### src/rtl/btb_branch_predictor.sv
// Direct-mapped BTB with per-entry saturating counters: zero-latency lookup for fetch, trained from MEM.
// Optional BTB_STATS_EN adds saturating branch/mispredict counters (stat_branches, stat_mispredicts).
module btb_branch_predictor #(
  parameter int ENTRIES  = 16,
  parameter int CTR_BITS = 2
) (
  input  logic        CLK,
  input  logic        nRST,
  input  logic [31:0] lookup_pc,
  output logic        pred_taken,
  output logic [31:0] pred_target,
  input  logic        upd_en,
  input  logic [31:0] upd_pc,
  input  logic        upd_taken,
  input  logic [31:0] upd_target,
  input  logic        upd_pred_taken,
  input  logic [31:0] upd_pred_target,
  output logic        mispredict,
  output logic [31:0] correct_pc
`ifdef BTB_STATS_EN
  ,
  output logic [31:0] stat_branches,
  output logic [31:0] stat_mispredicts
`endif
);

  localparam int IDX_W = $clog2(ENTRIES);
  localparam int TAG_W = 30 - IDX_W;
  localparam logic [CTR_BITS-1:0] CTR_ONE = CTR_BITS'(1);
  localparam logic [CTR_BITS-1:0] CTR_MAX = {CTR_BITS{1'b1}};
  localparam logic [CTR_BITS-1:0] WEAK_T  = CTR_BITS'(1 << (CTR_BITS - 1));
  localparam logic [CTR_BITS-1:0] WEAK_NT = CTR_BITS'((1 << (CTR_BITS - 1)) - 1);

  logic                valid_q  [ENTRIES];
  logic [TAG_W-1:0]    tag_q    [ENTRIES];
  logic [31:0]         target_q [ENTRIES];
  logic [CTR_BITS-1:0] ctr_q    [ENTRIES];

  logic [IDX_W-1:0] lk_idx, up_idx;
  logic [TAG_W-1:0] lk_tag, up_tag;
  logic             lk_hit, up_hit, mp_raw;

  assign lk_idx = lookup_pc[IDX_W+1:2];
  assign lk_tag = lookup_pc[31:IDX_W+2];
  assign up_idx = upd_pc[IDX_W+1:2];
  assign up_tag = upd_pc[31:IDX_W+2];

  assign lk_hit = valid_q[lk_idx] && (tag_q[lk_idx] == lk_tag);
  assign up_hit = valid_q[up_idx] && (tag_q[up_idx] == up_tag);

  // Outputs are forced to their fall-through values while reset is held.
  assign pred_taken  = nRST && lk_hit && ctr_q[lk_idx][CTR_BITS-1];
  assign pred_target = pred_taken ? target_q[lk_idx] : lookup_pc + 32'd4;

  assign mp_raw     = upd_en && ((upd_taken != upd_pred_taken) ||
                                 (upd_taken && (upd_target != upd_pred_target)));
  assign mispredict = nRST && mp_raw;
  assign correct_pc = (nRST && upd_taken) ? upd_target : upd_pc + 32'd4;

  always_ff @(posedge CLK or negedge nRST) begin
    if (!nRST) begin
      for (int i = 0; i < ENTRIES; i++) begin
        valid_q[i]  <= 1'b0;
        tag_q[i]    <= '0;
        target_q[i] <= '0;
        ctr_q[i]    <= WEAK_NT;
      end
    end else if (upd_en) begin
      if (up_hit) begin
        if (upd_taken) begin
          if (ctr_q[up_idx] != CTR_MAX) ctr_q[up_idx] <= ctr_q[up_idx] + CTR_ONE;
          target_q[up_idx] <= upd_target;
        end else if (ctr_q[up_idx] != '0) begin
          ctr_q[up_idx] <= ctr_q[up_idx] - CTR_ONE;
        end
      end else if (upd_taken) begin
        // A taken miss evicts whatever aliases at this index.
        valid_q[up_idx]  <= 1'b1;
        tag_q[up_idx]    <= up_tag;
        target_q[up_idx] <= upd_target;
        ctr_q[up_idx]    <= WEAK_T;
      end
    end
  end

`ifdef BTB_STATS_EN
  always_ff @(posedge CLK or negedge nRST) begin
    if (!nRST) begin
      stat_branches    <= '0;
      stat_mispredicts <= '0;
    end else begin
      if (upd_en && (stat_branches != 32'hFFFF_FFFF))
        stat_branches <= stat_branches + 32'd1;
      if (mp_raw && (stat_mispredicts != 32'hFFFF_FFFF))
        stat_mispredicts <= stat_mispredicts + 32'd1;
    end
  end
`endif

endmodule

### config.mk
export PLATFORM = sky130hd
export DESIGN_NAME = btb_branch_predictor
export DESIGN_NICKNAME = d
export VERILOG_FILES = /design/src/rtl/btb_branch_predictor.sv
export SDC_FILE = /design/constraint.sdc
export NUM_CORES = 2
export LEC_CHECK = 0
export CAP_MARGIN = 20
export CORE_ASPECT_RATIO = 2
export CORE_MARGIN = 5
export CORE_UTILIZATION = 67
export DETAILED_ROUTE_END_ITERATION = 16
export PLACE_DENSITY = 0.87
export SLEW_MARGIN = 20
export SYNTH_ARGS = -nofsm -noshare
export SYNTH_HDL_FRONTEND = slang
export SYNTH_SLANG_ARGS = --single-unit
### constraint.sdc
create_clock -name CLK -period 9.6 [get_ports CLK]
set_clock_uncertainty 0.05 [all_clocks]
set_input_delay 0.96 -clock CLK [delete_from_list [all_inputs] [get_ports CLK]]
set_output_delay 0.96 -clock CLK [all_outputs]
set_load 0.01 [all_outputs]
==> metrics.md <==
| Metric | Value |
|---|---|
| Status | `finished clean` |
| Footprint of the multi-input gates | `~25000 sq um` |
| Io pins | `199` |
| PnR worst setup slack | `2.66 ns` |
| FF+latch area | `24400 sq um` |
| Relative slew margins | `~21%` |
| Post-route minimum period | `slightly below 7 ns` |
| Final hold vios | `0` |
| R2r worst-path depth | `11` |
| Place WS | `3.02 ns` |
| Slowest stage delay, CP | `0.86 ns` |
| Post-Syn Nets | `3564` |
| Worst r2r src | `tag_q[45]` |
| Number of synthesized flops with an enable pin | `0` |
| RSZ-0062 raised after global routing | `no` |
| Clock Path Buffers | `3` |
| Overall routed net length | `between 150000 and 200000 um` |
| Worst path most repeated cell | `mux4_2` |
| Die H | `401 um` |
| Die Wd | `206 um` |
| Initial antenna violation count | `5` |
| Max_cap viols | `0` |
| CTS buffer count | `83` |
| Crit. End Element | `primary output` |
| Hpwl dp | `slightly below 100000 um` |
| Vias/cell | `7.29` |
| Core box area | `roughly 76000 sq um` |
| Part of the cycle the worst path needs | `72.3%` |
| Leakage | `24.5 nW` |
| Synthesis warning total | `0` |
| Rows | `~140` |
| FFs w/ async S/R, synth | `100%` |
| Arrival time worst endpoint | `5.93 ns` |
| Synth Area in Adders | `less than 1%` |
| Critical-path cell list | `buf_8, mux4_2, mux4_2, xnor2_1, nand2_1, or3b_2, nor3_1, nand3_2, buf_4, mux2_2, clkdlybuf4s50_1` |
| Initial Util | `67.4%` |
| Yosys reg bits | `976` |
| Crit Path Max Fanout | `64` |
| Synth-to-layout area growth | `10.7%` |
| Die area | `82500 sq um` |
| CP Launch Type | `primary input` |
| Sink Count | `976` |
| Largest family of logic cells by synthesized area | `multiplexers` |
| Largest area contributor in the netlist | `dfrtp_1` |
| Main synth FF type | `dfrtp_1` |
| Simple-Gate Fraction of Synth Area | `3.54%` |
| Overall routing resource usage | `between 30% and 40%` |
| Post_cts resized | `0` |
| Finish-stage setup viols | `0` |
| TritonCTS clock tree | `yes` |
| Pwr/cell area | `204 nW/um^2` |
| Post-route ant nets | `0` |
| Register area share after synthesis | `47.7%` |
| Synth top area share | `between 40% and 50%` |
| Worst-Skew Late Latency | `approximately 0.68 ns` |
| Gpl congestion | `1.05` |
| First-pass GRT wire length | `~230000 um` |
| Post-Synth XOR/XNOR Area | `2.49%` |
| Share of layout cells above drive strength 1 | `47.6%` |
| Reg2reg end | `tag_q[337]` |
| 1st-iter DRT viols | `3416` |
| Worst hold path class | `primary input to async pin` |
| # hold bufs at CTS | `0` |
| Largest net degree at the start of global routing | `191` |
| DR pass1 iterations | `6` |
| DRC | `0` |
| H-tree Lvls | `3` |
| PortBufs | `198` |
| Required time worst endpoint | `between 8 and 9 ns` |
| Post-synthesis compound-gate area fraction | `2.03%` |
| Wire length per cell | `34.3 um` |
| Synth top area cells | `dfrtp_1, mux2_2, mux4_2` |
| Vias in the first global route | `36000` |
| Flop2flop setup slack | `roughly 4.7 ns` |
| Fillers | `4437` |
| Synthesized area | `51300 sq um` |
| Setup CP Type | `primary input to primary output` |
| End-of-flow core utilization | `74.6%` |
| Slowest stage cell, crit path | `xnor2_1` |
| Total global routing overflow | `0` |
| Yosys cell types | `70` |
| Layout Nets | `about 3600` |
| Cells after synthesis | `3424` |
| Setup TNS | `0 ns` |
| F_max | `approximately 140 MHz` |
| Design Power | `11.6 mW` |
| VDD IR-drop max | `roughly 0.16 mV` |
| Root buffer cell | `clkbuf_16` |
| Vias | `33000` |
| Fraction of synthesized area in multiplexers | `40.9%` |
| Mapped Avg Cell Area | `15.0 sq um` |
| Setup Fix Bufs, Post-CTS | `0` |
| Clock transition at path regs | `0.06 ns` |
| Worst-margin pin slew | `1.18 ns` |
| Fin. max-slew vios | `0` |
-- power by group --
| group | switching [mW] | total, mW | internal (mW) | leakage, nW |
|---|---|---|---|---|
| sequential | 0.560 | 5.47 | 4.91 | 12.4 |
| clock | 1.61 | 3.60 | 1.99 | 1.41 |
| combinational | 1.06 | 2.51 | 1.46 | 10.7 |
-- final cells by class --
type | instances | area share [%]
timing repair buffer | 280 | 4.84
clock buffer | 114 | 4.24
sequential | 976 | 43.1
tap | 1015 | 2.24
antenna | 3 | 0.0132
multi-input combinational | 2082 | 44.6
inverter | 25 | 0.165
clock inverter | 36 | 0.873
-- cells in the mapped netlist (53+ instances only) --
| library cell | instances |
|---|---|
| dfrtp_1 | 960 |
| nand2_1 | 101 |
| buf_2 | 53 |
| mux4_2 | 393 |
| nand3_1 | 56 |
| o21ai_0 | 75 |
| clkbuf_1 | 214 |
| mux2_4 | 133 |
| mux2_2 | 842 |
| xnor2_1 | 80 |
| mux2i_1 | 61 |
| xor2_1 | 66 |
-- routing by layer --
metal  vias up  wire length, um  GRT usage [%]
li1      12900                -              -
met1     17400            50900           44.8
met2      2078            75300           60.4
met3       703            14700           9.64
met4         2            14700           28.6
met5         -               11              0
-- flip-flops by register name, indices dropped and copies added, names as in the netlist --
| register | cells |
|---|---|
| target_q | 512 |
| tag_q | 416 |
| ctr_q | 32 |
| valid_q | 16 |
-- through the flow --
step	hold slack, ns	area, sq um	cells
4_1_cts	0.251	56600	4523
2_1_floorplan	0.400	51300	3424
6_report	0.237	56700	4531
3_3_place_gp	0.423	53700	4373
3_5_place_dp	0.431	53700	4373
5_1_grt	0.274	56700	4528
-- worst max-delay path: cells and delay by family --
kind / cells / cell delay (ns)
mux: 3 / 1.42
xor+xnor: 1 / 0.86
buf+inv: 3 / 1.39
simple gates: 4 / 1.17
-- worst max-delay path by stage --
stage	start	end	slack, ns	cells after the start
2_1_floorplan	lookup_pc[2]	pred_target[22]	4.33	11
3_3_place_gp	lookup_pc[2]	pred_target[31]	3.09	12
3_5_place_dp	lookup_pc[2]	pred_target[31]	3.02	12
4_1_cts	lookup_pc[2]	pred_target[31]	3.00	12
5_1_grt	lookup_pc[2]	pred_target[6]	2.60	11
6_report	lookup_pc[2]	pred_target[9]	2.66	11
-- cells by family (layout without fill, tap and decap cells) --
kind of cell / Yosys count / in the layout
other cells: 0 / 3
flops: 976 / 976
simple gates: 337 / 337
mux: 1429 / 1429
xor+xnor: 146 / 146
fa+ha+maj: 7 / 7
buf+inv: 366 / 455
compound gates: 163 / 163
-- placed cells by master, fill, tap and decap left out, types with 8 or more instances in the layout --
cell type | Yosys | layout
dfrtp_1 | 960 | 960
mux2_2 | 842 | 842
mux4_2 | 393 | 393
clkdlybuf4s50_1 | 0 | 190
mux2_4 | 133 | 133
nand2_1 | 101 | 91
clkbuf_16 | 0 | 84
xnor2_1 | 80 | 78
o21ai_0 | 75 | 75
buf_4 | 2 | 74
xor2_1 | 66 | 66
mux2i_1 | 61 | 61
nand3_1 | 56 | 49
nor2_1 | 37 | 37
inv_1 | 23 | 23
nor4_1 | 24 | 22
nand4_1 | 21 | 21
and3_1 | 20 | 20
clkbuf_8 | 0 | 19
a21oi_1 | 18 | 18
dfstp_2 | 16 | 16
a22oi_1 | 14 | 14
clkinv_2 | 0 | 13
nand2_2 | 1 | 11
clkbuf_1 | 214 | 11
nor2b_1 | 10 | 10
or2_2 | 10 | 10
and2_1 | 10 | 9
a211oi_1 | 9 | 9
nor3_1 | 8 | 8
bufinv_16 | 0 | 8
Note: power is estimated with default switching activity, not from simulation.
